### config.mk
export PLATFORM = sky130hd
export DESIGN_NAME = fetch_ctrl_flat
export DESIGN_NICKNAME = d
export VERILOG_FILES = /design/src/rtl/fetch_pkg.sv /design/src/rtl/fetch_ctrl_if.sv /design/src/rtl/fetch_skid.sv /design/src/rtl/fetch_ctrl.sv /design/src/flat_wrapper.sv
export SDC_FILE = /design/constraint.sdc
export NUM_CORES = 1
export LEC_CHECK = 0
export BUFFER_PORTS_ARGS = -buffer_cell sky130_fd_sc_hd__buf_2
export CAP_MARGIN = 20
export CORE_UTILIZATION = 40
export DETAILED_ROUTE_END_ITERATION = 8
export PLACE_DENSITY = 0.69
export SLEW_MARGIN = 20
export SYNTH_ARGS = -nofsm -noshare
export SYNTH_HDL_FRONTEND = slang
export SYNTH_SLANG_ARGS = --single-unit
### constraint.sdc
create_clock -name clk -period 1.5 [get_ports clk]
set_input_delay 0.075 -clock clk [delete_from_list [all_inputs] [get_ports clk]]
set_output_delay 0.075 -clock clk [all_outputs]
set_load 0.005 [all_outputs]
### src/rtl/fetch_pkg.sv
// Shared types and constants for the RV32I instruction-fetch control stage.
package fetch_pkg;

  localparam int XLEN = 32;
  localparam int ILEN = 32;
  localparam logic [ILEN-1:0] NOP_INSTR = 32'h0000_0013;  // addi x0,x0,0

  typedef enum logic [1:0] {
    REQ  = 2'd0,
    WAIT = 2'd1,
    DROP = 2'd2,
    HOLD = 2'd3
  } fetch_state_t;

  typedef struct packed {
    logic [ILEN-1:0] instr;
    logic [XLEN-1:0] pc;
  } fetch_entry_t;

endpackage

### src/rtl/fetch_ctrl_if.sv
// Instruction-memory request/response channel between fetch_ctrl (master) and memory (slave).
// Request: a transfer happens on a clk edge where imem_req_valid && imem_req_ready; once valid is
// raised the address is held until that handshake. Response: imem_rsp_valid is a one-cycle pulse
// with no backpressure, so the master must always be able to accept or discard it.
interface fetch_ctrl_if #(
  parameter int XLEN = 32,
  parameter int ILEN = 32
) ();
  logic            imem_req_valid;
  logic            imem_req_ready;
  logic [XLEN-1:0] imem_req_addr;
  logic            imem_rsp_valid;
  logic [ILEN-1:0] imem_rsp_data;

  modport master (
    output imem_req_valid, imem_req_addr,
    input  imem_req_ready, imem_rsp_valid, imem_rsp_data
  );

  modport slave (
    input  imem_req_valid, imem_req_addr,
    output imem_req_ready, imem_rsp_valid, imem_rsp_data
  );
endinterface

### src/rtl/fetch_skid.sv
// One-entry holding buffer for a response that arrives while the IF/ID output is stalled.
import fetch_pkg::*;

module fetch_skid (
  input  logic         clk,
  input  logic         rst,
  input  logic         load,
  input  logic         unload,
  input  logic         clear,
  input  fetch_entry_t din,
  output fetch_entry_t dout,
  output logic         full
);

  fetch_entry_t entry_q;
  logic         full_q;

  always_ff @(posedge clk) begin
    if (rst || clear) begin
      full_q  <= 1'b0;
      entry_q <= '{instr: NOP_INSTR, pc: '0};
    end else if (load) begin
      full_q  <= 1'b1;
      entry_q <= din;
    end else if (unload) begin
      full_q  <= 1'b0;
    end
  end

  assign dout = entry_q;
  assign full = full_q;

endmodule

### src/rtl/fetch_ctrl.sv
// Instruction-fetch control: one outstanding imem request, output register plus skid for stalls.
// Optional macro FETCH_PERF_CNT_EN adds fetch_wait_cnt (cycles spent in WAIT/DROP, saturating).
import fetch_pkg::*;

module fetch_ctrl #(
  parameter int              XLEN      = fetch_pkg::XLEN,
  parameter int              ILEN      = fetch_pkg::ILEN,
  parameter logic [ILEN-1:0] NOP_INSTR = fetch_pkg::NOP_INSTR
) (
  input  logic                clk,
  input  logic                rst,
  input  logic [XLEN-1:0]     pc_f,
  output logic                pc_en,
  input  logic                redirect,
  input  logic                stall_in,
  fetch_ctrl_if.master        imem,
  output logic [ILEN-1:0]     instr_f,
  output logic [XLEN-1:0]     pc_out_f,
  output logic                instr_valid_f,
`ifdef FETCH_PERF_CNT_EN
  output logic [31:0]         fetch_wait_cnt,
`endif
  output fetch_state_t        state_dbg
);

  fetch_state_t    state, state_n;
  logic [XLEN-1:0] req_pc;
  logic            hs, rsp_to_out, rsp_to_skid, skid_to_out;
  fetch_entry_t    skid_dout;
  logic            skid_full;

  always_ff @(posedge clk) begin
    if (rst) state <= REQ;
    else     state <= state_n;
  end

  always_comb begin
    state_n     = state;
    hs          = 1'b0;
    rsp_to_out  = 1'b0;
    rsp_to_skid = 1'b0;
    skid_to_out = 1'b0;
    case (state)
      REQ: begin
        if (imem.imem_req_ready) begin
          hs      = 1'b1;
          state_n = WAIT;
        end
      end
      WAIT: begin
        if (imem.imem_rsp_valid) begin
          if (!instr_valid_f || !stall_in) begin
            rsp_to_out = 1'b1;
            state_n    = REQ;
          end else begin
            rsp_to_skid = 1'b1;
            state_n     = HOLD;
          end
        end
      end
      HOLD: begin
        if (!stall_in) begin
          skid_to_out = 1'b1;
          state_n     = REQ;
        end
      end
      DROP: begin
        if (imem.imem_rsp_valid) state_n = REQ;
      end
      default: state_n = REQ;
    endcase
    // A redirect squashes any delivery; a request still in flight must be drained in DROP.
    // In DROP, a response arriving in the redirect cycle is the one being drained, so REQ follows.
    if (redirect) begin
      rsp_to_out  = 1'b0;
      rsp_to_skid = 1'b0;
      skid_to_out = 1'b0;
      if (hs || ((state == WAIT || state == DROP) && !imem.imem_rsp_valid)) state_n = DROP;
      else                                                                    state_n = REQ;
    end
  end

  assign pc_en               = hs || redirect;
  assign imem.imem_req_valid = (state == REQ);
  assign imem.imem_req_addr  = pc_f;
  assign state_dbg           = state;

  always_ff @(posedge clk) begin
    if (rst)     req_pc <= '0;
    else if (hs) req_pc <= pc_f;
  end

  fetch_skid u_skid (
    .clk    (clk),
    .rst    (rst),
    .load   (rsp_to_skid),
    .unload (skid_to_out),
    .clear  (redirect),
    .din    ('{instr: imem.imem_rsp_data, pc: req_pc}),
    .dout   (skid_dout),
    .full   (skid_full)
  );

  always_ff @(posedge clk) begin
    if (rst) begin
      instr_valid_f <= 1'b0;
      instr_f       <= NOP_INSTR;
      pc_out_f      <= '0;
    end else if (redirect) begin
      instr_valid_f <= 1'b0;
      instr_f       <= NOP_INSTR;
    end else if (rsp_to_out) begin
      instr_valid_f <= 1'b1;
      instr_f       <= imem.imem_rsp_data;
      pc_out_f      <= req_pc;
    end else if (skid_to_out) begin
      instr_valid_f <= 1'b1;
      instr_f       <= skid_dout.instr;
      pc_out_f      <= skid_dout.pc;
    end else if (instr_valid_f && !stall_in) begin
      instr_valid_f <= 1'b0;
      instr_f       <= NOP_INSTR;
    end
  end

`ifdef FETCH_PERF_CNT_EN
  always_ff @(posedge clk) begin
    if (rst)
      fetch_wait_cnt <= '0;
    else if ((state == WAIT || state == DROP) && fetch_wait_cnt != 32'hFFFF_FFFF)
      fetch_wait_cnt <= fetch_wait_cnt + 32'd1;
  end
`endif

  // Responses are only legal while a request is outstanding; HOLD always has a full skid.
  a_rsp_legal: assert property (@(posedge clk) disable iff (rst)
    !(imem.imem_rsp_valid && (state == REQ || state == HOLD)));
  a_hold_full: assert property (@(posedge clk) disable iff (rst)
    (state == HOLD) |-> skid_full);

endmodule
### src/flat_wrapper.sv
// flat-port wrapper written by rule: the top's interface ports become plain ports
module fetch_ctrl_flat 
#(
  parameter int              XLEN      = fetch_pkg::XLEN,
  parameter int              ILEN      = fetch_pkg::ILEN,
  parameter logic [ILEN-1:0] NOP_INSTR = fetch_pkg::NOP_INSTR
)
  (clk, rst, pc_f, pc_en, redirect, stall_in, instr_f, pc_out_f, instr_valid_f, state_dbg, imem_imem_req_valid, imem_imem_req_addr, imem_imem_req_ready, imem_imem_rsp_valid, imem_imem_rsp_data);
  fetch_ctrl_if #(.XLEN(XLEN), .ILEN(ILEN)) imem_i ();
  input  logic clk;
  input  logic rst;
  input  logic [XLEN-1:0] pc_f;
  output logic pc_en;
  input  logic redirect;
  input  logic stall_in;
  output logic [ILEN-1:0] instr_f;
  output logic [XLEN-1:0] pc_out_f;
  output logic instr_valid_f;
  output fetch_state_t state_dbg;
  output wire logic [$bits(imem_i.imem_req_valid)-1:0] imem_imem_req_valid;
  output wire logic [$bits(imem_i.imem_req_addr)-1:0] imem_imem_req_addr;
  input wire logic [$bits(imem_i.imem_req_ready)-1:0] imem_imem_req_ready;
  input wire logic [$bits(imem_i.imem_rsp_valid)-1:0] imem_imem_rsp_valid;
  input wire logic [$bits(imem_i.imem_rsp_data)-1:0] imem_imem_rsp_data;
  assign imem_imem_req_valid = imem_i.imem_req_valid;
  assign imem_imem_req_addr = imem_i.imem_req_addr;
  assign imem_i.imem_req_ready = imem_imem_req_ready;
  assign imem_i.imem_rsp_valid = imem_imem_rsp_valid;
  assign imem_i.imem_rsp_data = imem_imem_rsp_data;
  fetch_ctrl #(.XLEN(XLEN), .ILEN(ILEN), .NOP_INSTR(NOP_INSTR)) u_core (.clk(clk), .rst(rst), .pc_f(pc_f), .pc_en(pc_en), .redirect(redirect), .stall_in(stall_in), .imem(imem_i), .instr_f(instr_f), .pc_out_f(pc_out_f), .instr_valid_f(instr_valid_f), .state_dbg(state_dbg));
endmodule
==> results.tsv, run 1 <==
metric	value	unit
Clk Latency, worst-skew pair	0.44	ns
Cell Chain, Critical Path	inv_4 -> ha_4 -> and4b_4 -> buf_12 -> clkbuf_16 -> nand3_1 -> a21oi_1	
YS warnings	0	
I/O Buffers	170	
Post-Syn Area	7110	µm²
Mean Syn Cell Area	8.13	µm²
Worst-Margin Slew	0.543	ns
Yosys reg bits	163	
Hold Path Class	in -> reg	
violated checks	setup timing	
Req. time, crit path	1.86	ns
gp weighted congestion	0.808	
Worst path depth	7	
CTS Buf Count	17	
final setup fails	80	
initial antenna violation count	0	
All-Layer GR Usage	0.252	
hold path cells	3	
status	complete, but fails checks	
htree depth	4	
slowest stage delay, CP	0.38	ns
unrepaired setup endpoints after global routing	true	
Die H	135	µm
Setup crit start kind	flop	
Peak VDD IR	0.837	mV
Core Footprint	17400	µm²
Leak Pwr	0.00438	µW
sequential area share after synthesis	0.459	
# DRC	0	
Final HPWL DP	12.8	mm
worst rel slew slack	0.638	
via/cell ratio	5.84	
cells on worst reg2reg path	7	
setup TNS	-3.41	ns
CP Class	reg -> reg	
CTS clk-pin slew, worst paths	0.07	ns
Pwr Density	914	nW/µm²
vias in the first global route	6893	
Largest delay share family, worst path	simple AND/OR/NAND/NOR gates	
Util after Layout	0.641	
Row Count	48	
total clock sinks	163	
first-pass GRT wire length	35.9	mm
gr ovfl total	0	
Starting Density	0.410	
syn nets	949	
Critical Path AT	2.01	ns
critical path's slowest cell	and4b_4	
post-detailed-route count of antenna-violating nets	0	
Post-Route WL	26.5	mm
Setup WS post-layout	-0.142	ns
Netlist cell types	36	
vias	7669	
clk buf depth	2	
drt pass-1 iters	5	
TritonCTS clock tree	yes	
Fmax	0.609	GHz
die area	18300	µm²
CP max FO	8	
CP Capture Type	flop	
I/O pin count	171	
layout net count	1149	
clock skew	0.0119	ns
Fin. Hold Viols	0	
die width	135	µm
max-cap violation count	0	
final period utilization	1.09	
wire per inst	20.2	µm
Final min period	1.64	ns
Worst Path Buf+Inv	3	
largest net degree at the start of global routing	44	
Mapped Cells	875	
Place WS	-0.142	ns
fin. max-slew vios	0	
Area growth syn-to-layout	56.5	%
layout cells sized above 1	0.387	
drt initial violations	816	
CTS root buffer	clkbuf_16	
## power by group
group / total (µW) / switching (µW) / leakage [µW] / internal (µW)
Combinational: 1120 / 601 / 0.00275 / 520
Sequential: 4520 / 91.4 / 0.00132 / 4430
Clock: 4540 / 1850 / 0.000303 / 2690
## cell usage in the layout (no fill, tap or decap), types with 5 or more instances in the layout
master and instances:
buf_2 168, dfxtp_1 161, nand2_1 111, nand3_1 90
a21oi_1 76, dlygate4sd3_1 65, o21ai_0 42, a31oi_1 32
nor3_1 32, clkbuf_16 31, nand3_2 24, buf_12 24
o21ai_1 23, a311oi_1 19, buf_4 18, a21oi_2 17
o41ai_4 17, a311oi_2 13, nand3_4 12, o41ai_2 12
buf_6 12, nand2_2 11, nand2_4 10, nor3_2 6
clkbuf_8 5
## layer usage
metal	up-vias	routed length [µm]	global-route usage	share of wire
met5	-	0	0	0
met4	0	636	0.0874	0.024
met3	56	1860	0.0584	0.070
met2	354	13200	0.421	0.50
met1	3700	10900	0.318	0.41
li1	3559	-	-	-
## layout make-up
class                           instances  area (µm²)
Fill cell                            1383        6220
Multi-Input combinational cell        580        4180
Sequential cell                       163        3270
Timing Repair Buffer                  310        2770
Clock buffer                           22         494
Tap cell                              225         282
Clock inverter                         10         121
Inverter                                3        16.3
Antenna cell                            1        2.50
## worst register-to-register path, cell delays in order (launching register included)
cell and delay [ns]:
dfxtp_4 0.36, inv_4 0.07, ha_4 0.16, and4b_4 0.38
buf_12 0.16, clkbuf_16 0.17, nand3_1 0.11, a21oi_1 0.16
## registers in the layout, indices dropped and copies added, names as in the netlist
register / count
u_core.u_skid.dout: 64
u_core.instr_f: 32
u_core.pc_out_f: 32
u_core.req_pc: 32
u_core.state_dbg: 2
u_core.instr_valid_f: 1
## cell families (layout without fill, tap and decap cells)
logic type / after synthesis / in the layout / synth area share
simple gates: 320 / 320 / 0.211
compound gates: 256 / 256 / 0.221
flops: 163 / 163 / 0.459
buf+inv: 132 / 345 / 0.103
fa+ha+maj: 4 / 4 / 0.00704
other cells: 0 / 1 / 0
## metrics by stage
stage          instances  total power (µW)  instance area [µm²]  hold WS [ns]
4_1_cts             1291             10100                 9900        0.0512
6_report            1314             10200                11100         0.113
5_1_grt             1313             10500                11100         0.125
3_5_place_dp        1182              5410                 8110         0.330
3_3_place_gp        1182              5400                 8110         0.325
2_1_floorplan        875              5030                 7130         0.211
## repair_timing
action / 4_1_cts / 5_1_grt
endpoints found under the hold margin: 95 / 0
gates cloned: 5 / 17
pin swaps: 6 / 111
gates resized for setup: 58 / 163
hold buffers: 65 / 0
buffers inserted: 7 / 7
setup endpoints to repair: 150 / 145
## worst paths after layout
kind | from | end | slack [ns]
setup / recovery | u_core.state_dbg[1]$_SDFFE_PP0P_ | u_core.u_skid.dout[48]$_SDFFE_PP0P_ | -0.14
hold / removal | redirect | u_core.state_dbg[1]$_SDFFE_PP0P_ | 0.11
setup reg to reg | u_core.state_dbg[1]$_SDFFE_PP0P_ | u_core.u_skid.dout[48]$_SDFFE_PP0P_ | -0.14
hold reg to reg | u_core.req_pc[8]$_SDFFE_PP0P_ | u_core.req_pc[8]$_SDFFE_PP0P_ | 0.48
## synthesized netlist by cell type, drive strengths merged
| library cell | number | area share |
|---|---|---|
| dfxtp | 163 | 0.46 |
| nand2 | 132 | 0.070 |
| nand3 | 126 | 0.089 |
| a21oi | 93 | 0.065 |
| buf | 85 | 0.078 |
| o21ai | 65 | 0.046 |
| clkbuf | 44 | 0.023 |
| nor3 | 40 | 0.028 |
| a311oi | 32 | 0.039 |
| a31oi | 32 | 0.028 |
| o41ai | 29 | 0.036 |
| ha | 4 | 0.0070 |
| nand4 | 4 | 0.0035 |
| nand2b | 3 | 0.0026 |
| o311ai | 3 | 0.0037 |
| and2 | 2 | 0.0018 |
| and4b | 2 | 0.0028 |
| inv | 2 | 0.0011 |
| nor2b | 2 | 0.0018 |
| a311o | 1 | 0.0014 |
| and3b | 1 | 0.0012 |
| and4bb | 1 | 0.0018 |
| clkinv | 1 | 0.00053 |
| nand3b | 1 | 0.0011 |
| nand4b | 1 | 0.0012 |
| nand4bb | 1 | 0.0016 |
| nor2 | 1 | 0.00053 |
| nor3b | 1 | 0.0018 |
| o21bai | 1 | 0.0011 |
| or2 | 1 | 0.00088 |
| or3b | 1 | 0.0012 |
(Power assumes the default switching activity.)
==> run 2: changes to the inputs <==
- SYNTH_HIERARCHICAL: unset -> 1
==> run 2 against run 1 <==
Net effect: the run still ends with setup timing left; register-to-register slack lost 0.08 ns; clock-buffer cell count grew 1; sequential power shrank 0.9%; power shrank 9.2%; sequential share of layout area grew 2.4 points; largest power group is now sequential cells.
==> results.tsv, run 2 <==
metric	value	unit
total clock sinks	163	
CP max FO	6	
CP Capture Type	flop	
unrepaired setup endpoints after global routing	true	
final setup fails	129	
wire per inst	17.5	µm
I/O Buffers	170	
first-pass GRT wire length	32.6	mm
clk buf depth	2	
initial antenna violation count	0	
gp weighted congestion	0.788	
Fmax	0.582	GHz
Clk Latency, worst-skew pair	0.42	ns
Post-Syn Area	7050	µm²
status	complete, but fails checks	
Cell Chain, Critical Path	ha_2 -> or3b_4 -> clkinv_8 -> clkbuf_16 -> o41ai_2 -> a31oi_1	
Place WS	-0.315	ns
Starting Density	0.409	
Layout Cell Area excl Fill	10300	µm²
post-detailed-route count of antenna-violating nets	0	
YS warnings	6	
hold path cells	3	
Mapped Cells	794	
worst reg2reg path startpoint	u_core/state_dbg[0]$_SDFFE_PP0P_	
most frequent cells in the layout	buf_2 (168), dfxtp_1 (161), nand2_1 (135)	
Post-Route WL	21.9	mm
most common cell after layout, fill and taps aside	buf_2	
drt pass-1 iters	5	
Peak VDD IR	0.860	mV
layout cells sized above 1	0.338	
vias	6682	
vias in the first global route	6404	
CTS Buf Count	17	
I/O pin count	171	
Design Power	9240	µW
setup TNS	-17.54	ns
layout net count	1091	
Mean Syn Cell Area	8.88	µm²
worst rel slew slack	0.670	
Row Count	48	
clock skew	0.00713	ns
R2R Setup Slk	-0.22	ns
CP Class	reg -> reg	
final period utilization	1.15	
Area growth syn-to-layout	45.9	%
violated checks	setup timing	
# DRC	0	
via/cell ratio	5.33	
Setup WS post-layout	-0.218	ns
Worst-Margin Slew	0.494	ns
Core Footprint	17200	µm²
Final min period	1.72	ns
Critical Path AT	2.00	ns
Hold Path Sink	u_core/u_skid/dout[36]$_SDFFE_PP1P_	
max-cap violation count	0	
htree depth	4	
CTS root buffer	clkbuf_16	
All-Layer GR Usage	0.229	
die width	135	µm
Hold Path Class	in -> reg	
Pwr Density	898	nW/µm²
Fin. Hold Viols	0	
critical path's slowest cell	or3b_4	
syn nets	869	
cells on worst reg2reg path	6	
Setup crit start kind	flop	
max reg flops	64	
Worst Hold Launch	rst	
fin. max-slew vios	0	
CTS clk-pin slew, worst paths	0.06	ns
gr ovfl total	0	
FF-to-FF End	u_core/instr_f[31]$_SDFFE_PP0P_	
Final HPWL DP	12.4	mm
Req. time, crit path	1.79	ns
Leak Pwr	0.00402	µW
drt initial violations	362	
slowest stage delay, CP	0.36	ns
die area	18200	µm²
largest net degree at the start of global routing	65	
final hold slack	0.0443	ns
DP Area	8260	µm²
Die H	135	µm
TritonCTS clock tree	yes	
[run 2: changes by cell type in the layout (fill, tap and decap cells not counted), sizes merged, moves of 3 or more]
cell,delta
a21oi,-61
clkbuf,-7
clkinvlp,+3
nand2,+4
buf,+9
o21ai,-65
mux2i,+65
nand3,-69
nor2,+64
[run 2: final cells by class]
cell class                      instances  area [µm²]
Antenna cell                            1        2.50
Clock buffer                           23         458
Clock inverter                          8        57.6
Fill cell                            1404        6960
Inverter                                3        23.8
Multi-Input combinational cell        520        3570
Sequential cell                       163        3270
Tap cell                              225         282
Timing Repair Buffer                  310        2600
Timing Repair inverter                  1        16.3
[run 2: per-layer routing]
metal	GRT usage	vias to the layer above	routed length, µm
li1	-	3234	-
met3	0.0522	25	1400
met2	0.394	235	11000
met5	0	-	0
met1	0.288	3188	9300
met4	0.0624	0	227
[run 2: worst max-delay path by stage]
stage	startpoint	cells past startpoint	to
floorplan	u_core/state_dbg[1]$_SDFFE_PP0P_	10	u_core/u_skid/dout[32]$_SDFFE_PP1P_
global placement	u_core/state_dbg[0]$_SDFFE_PP0P_	6	u_core/instr_f[20]$_SDFFE_PP0P_
finish	u_core/state_dbg[0]$_SDFFE_PP0P_	6	u_core/instr_f[31]$_SDFFE_PP0P_
detailed placement	u_core/state_dbg[1]$_SDFFE_PP0P_	6	u_core/pc_out_f[1]$_SDFFE_PP0P_
CTS	u_core/state_dbg[0]$_SDFFE_PP0P_	9	u_core/u_skid/dout[12]$_SDFFE_PP0P_
global route	u_core/state_dbg[1]$_SDFFE_PP0P_	6	u_core/pc_out_f[18]$_SDFFE_PP0P_
[run 2: critical path: cells and delay by family (launching register included)]
family,cells,cell delay (ns)
AO/OA/AOI/OAI,2,0.39
adder cells (fa/ha/maj),1,0.17
AND/OR/NAND/NOR,1,0.36
buffers and inverters,2,0.32
flip-flops,1,0.34
[run 2: timing repair]
| item | CTS | global route |
|---|---|---|
| setup buffers | 10 | 2 |
| pin swaps | 17 | 28 |
| hold endpoints to repair | 92 | 0 |
| hold buffers | 64 | 0 |
| gates cloned | 5 | 7 |
| gates resized for setup | 48 | 53 |
| endpoints found under the setup margin | 157 | 135 |
[run 2: power by group]
group | total, µW | internal, µW | switching, µW
logic | 889 | 453 | 436
clock network | 3860 | 2150 | 1720
registers | 4480 | 4420 | 68.9
[run 2: through the flow]
| stage | std cells | utilization |
|---|---|---|
| global route | 1253 | 0.596 |
| floorplan | 794 | - |
| detailed placement | 1136 | 0.479 |
| CTS | 1246 | 0.569 |
| finish | 1254 | 0.596 |
| global placement | 1136 | 0.479 |
==> run 3: changes to the inputs <==
- SETUP_SLACK_MARGIN: unset -> 0.4
==> run 3 against run 2 <==
Net effect: via count increased by 11%; highest routed layer unchanged; clock power increased by 9.1%; clock skew decreased by 0.00078 ns; sequential share of layout area decreased by 4.8 points; the run still ends with setup timing left; non-clock buffer count increased by 40.
==> results.tsv, run 3 (same netlist as run 2, synthesis figures left out) <==
metric	value	unit
status	complete, but fails checks	
violated checks	setup timing	
CTS clk-pin slew, worst paths	0.07	ns
Fmax	0.538	GHz
CP Class	reg -> reg	
Final min period	1.86	ns
post-detailed-route count of antenna-violating nets	0	
Setup WS post-layout	-0.359	ns
final setup fails	165	
DP Area	8280	µm²
gr ovfl total	0	
worst rel slew slack	0.638	
unrepaired setup endpoints after global routing	true	
CTS root buffer	clkbuf_16	
cells on worst reg2reg path	9	
worst reg2reg path startpoint	u_core/state_dbg[1]$_SDFFE_PP0P_	
fin. max-slew vios	0	
clk buf depth	2	
TritonCTS clock tree	yes	
hold path cells	2	
Fin. Hold Viols	0	
vias	7422	
Hold Path Sink	u_core/req_pc[28]$_SDFFE_PP0P_	
initial antenna violation count	0	
Worst Hold Launch	rst	
I/O Buffers	170	
Die H	135	µm
FF-to-FF End	u_core/u_skid/dout[43]$_SDFFE_PP0P_	
Leak Pwr	0.00494	µW
max reg flops	64	
first-pass GRT wire length	35.1	mm
Setup crit start kind	flop	
most frequent cells in the layout	buf_2 (166), dfxtp_1 (160), nand2_1 (68)	
CP max FO	6	
All-Layer GR Usage	0.250	
clock skew	0.00634	ns
CP Capture Type	flop	
vias in the first global route	6801	
# DRC	0	
Layout Cell Area excl Fill	12100	µm²
die area	18200	µm²
Critical Path AT	2.17	ns
die width	135	µm
largest net degree at the start of global routing	38	
Core Footprint	17200	µm²
Area growth syn-to-layout	72.1	%
Clk Latency, worst-skew pair	0.44	ns
Peak VDD IR	0.959	mV
Place WS	-0.365	ns
most common cell after layout, fill and taps aside	buf_2	
htree depth	4	
max-cap violation count	0	
Row Count	48	
Util after Layout	0.704	
drt pass-1 iters	5	
Hold Path Class	in -> reg	
Req. time, crit path	1.81	ns
final hold slack	0.0447	ns
I/O pin count	171	
total clock sinks	163	
final period utilization	1.24	
Starting Density	0.409	
via/cell ratio	5.73	
Worst-Margin Slew	0.544	ns
wire per inst	21.2	µm
Final HPWL DP	12.4	mm
layout cells sized above 1	0.512	
Pwr Density	816	nW/µm²
gp weighted congestion	0.777	
CTS Buf Count	17	
drt initial violations	518	
R2R Setup Slk	-0.36	ns
layout net count	1132	
Post-Route WL	27.4	mm
==> run 3: cell count changes in the layout (fill, tap and decap cells not counted), moves of 14 or more <==
| cell | before | now |
|---|---|---|
| nor3_4 | 0 | 15 |
| nand2_4 | 1 | 31 |
| nand2_1 | 135 | 68 |
| nand2_2 | 0 | 37 |
| nand3_1 | 56 | 32 |
| nand3_2 | 1 | 23 |
| nor3_1 | 33 | 5 |
| buf_6 | 16 | 30 |
| buf_16 | 4 | 19 |
==> run 3: repair_timing <==
item                                    4_1_cts  5_1_grt
endpoints found under the setup margin      168      168
resized for setup                           112      230
cloned                                       20       10
endpoints found under the hold margin        92        0
pin swaps                                    35      109
hold buffers                                 64        0
buffers inserted                             23       13
==> run 3: per-stage QoR <==
step	setup TNS [ns]	total power (µW)	instances
global placement	-23.36	5240	1133
floorplan	-14.42	4960	794
detailed placement	-28.17	5250	1133
finish	-36.69	9900	1296
global route	-47.94	10200	1295
CTS	-28.21	9660	1272
==> run 3: cell type report <==
type	count	area, µm²
repair buffers	350	3390
inverters	3	45.0
multi-input cells	520	4540
clock buffers	20	468
repair inverters	2	32.5
flip-flops and latches	163	3270
clock inverters	12	100
well taps	225	282
diodes	1	2.50
fillers	1120	5110
==> run 3: power by group <==
| part | internal [µW] | switching (µW) | total [µW] |
|---|---|---|---|
| clock | 2290 | 1920 | 4210 |
| sequential | 4410 | 88.1 | 4500 |
| combinational | 604 | 584 | 1190 |
==> run 3: per-layer routing <==
layer | vias to the layer above | global-route usage | wire length [µm]
met2 | 353 | 0.414 | 14000
met1 | 3669 | 0.316 | 10900
li1 | 3338 | - | -
met3 | 62 | 0.0601 | 1760
met5 | - | 0 | 0
met4 | 0 | 0.0930 | 794
==> run 3: worst max path at each step <==
stage	cells past startpoint	startpoint	endpoint	slack [ns]
after floorplan	10	u_core/state_dbg[1]$_SDFFE_PP0P_	u_core/u_skid/dout[32]$_SDFFE_PP1P_	-0.17
after global placement	6	u_core/state_dbg[1]$_SDFFE_PP0P_	u_core/pc_out_f[6]$_SDFFE_PP0P_	-0.29
after detailed placement	6	u_core/state_dbg[1]$_SDFFE_PP0P_	u_core/pc_out_f[7]$_SDFFE_PP0P_	-0.37
after CTS	9	u_core/state_dbg[1]$_SDFFE_PP0P_	u_core/u_skid/dout[46]$_SDFFE_PP0P_	-0.25
after global routing	9	u_core/state_dbg[1]$_SDFFE_PP0P_	u_core/u_skid/dout[43]$_SDFFE_PP0P_	-0.43
final	9	u_core/state_dbg[1]$_SDFFE_PP0P_	u_core/u_skid/dout[43]$_SDFFE_PP0P_	-0.36
==> run 3: critical path, stage by stage (launching register included) <==
cell and delay (ns):
dfxtp_4 0.36, buf_6 0.12, inv_4 0.05, ha_4 0.13
nand3b_1 0.18, nor2_4 0.23, buf_8 0.18, buf_12 0.15
mux2i_1 0.26, nor2_1 0.07
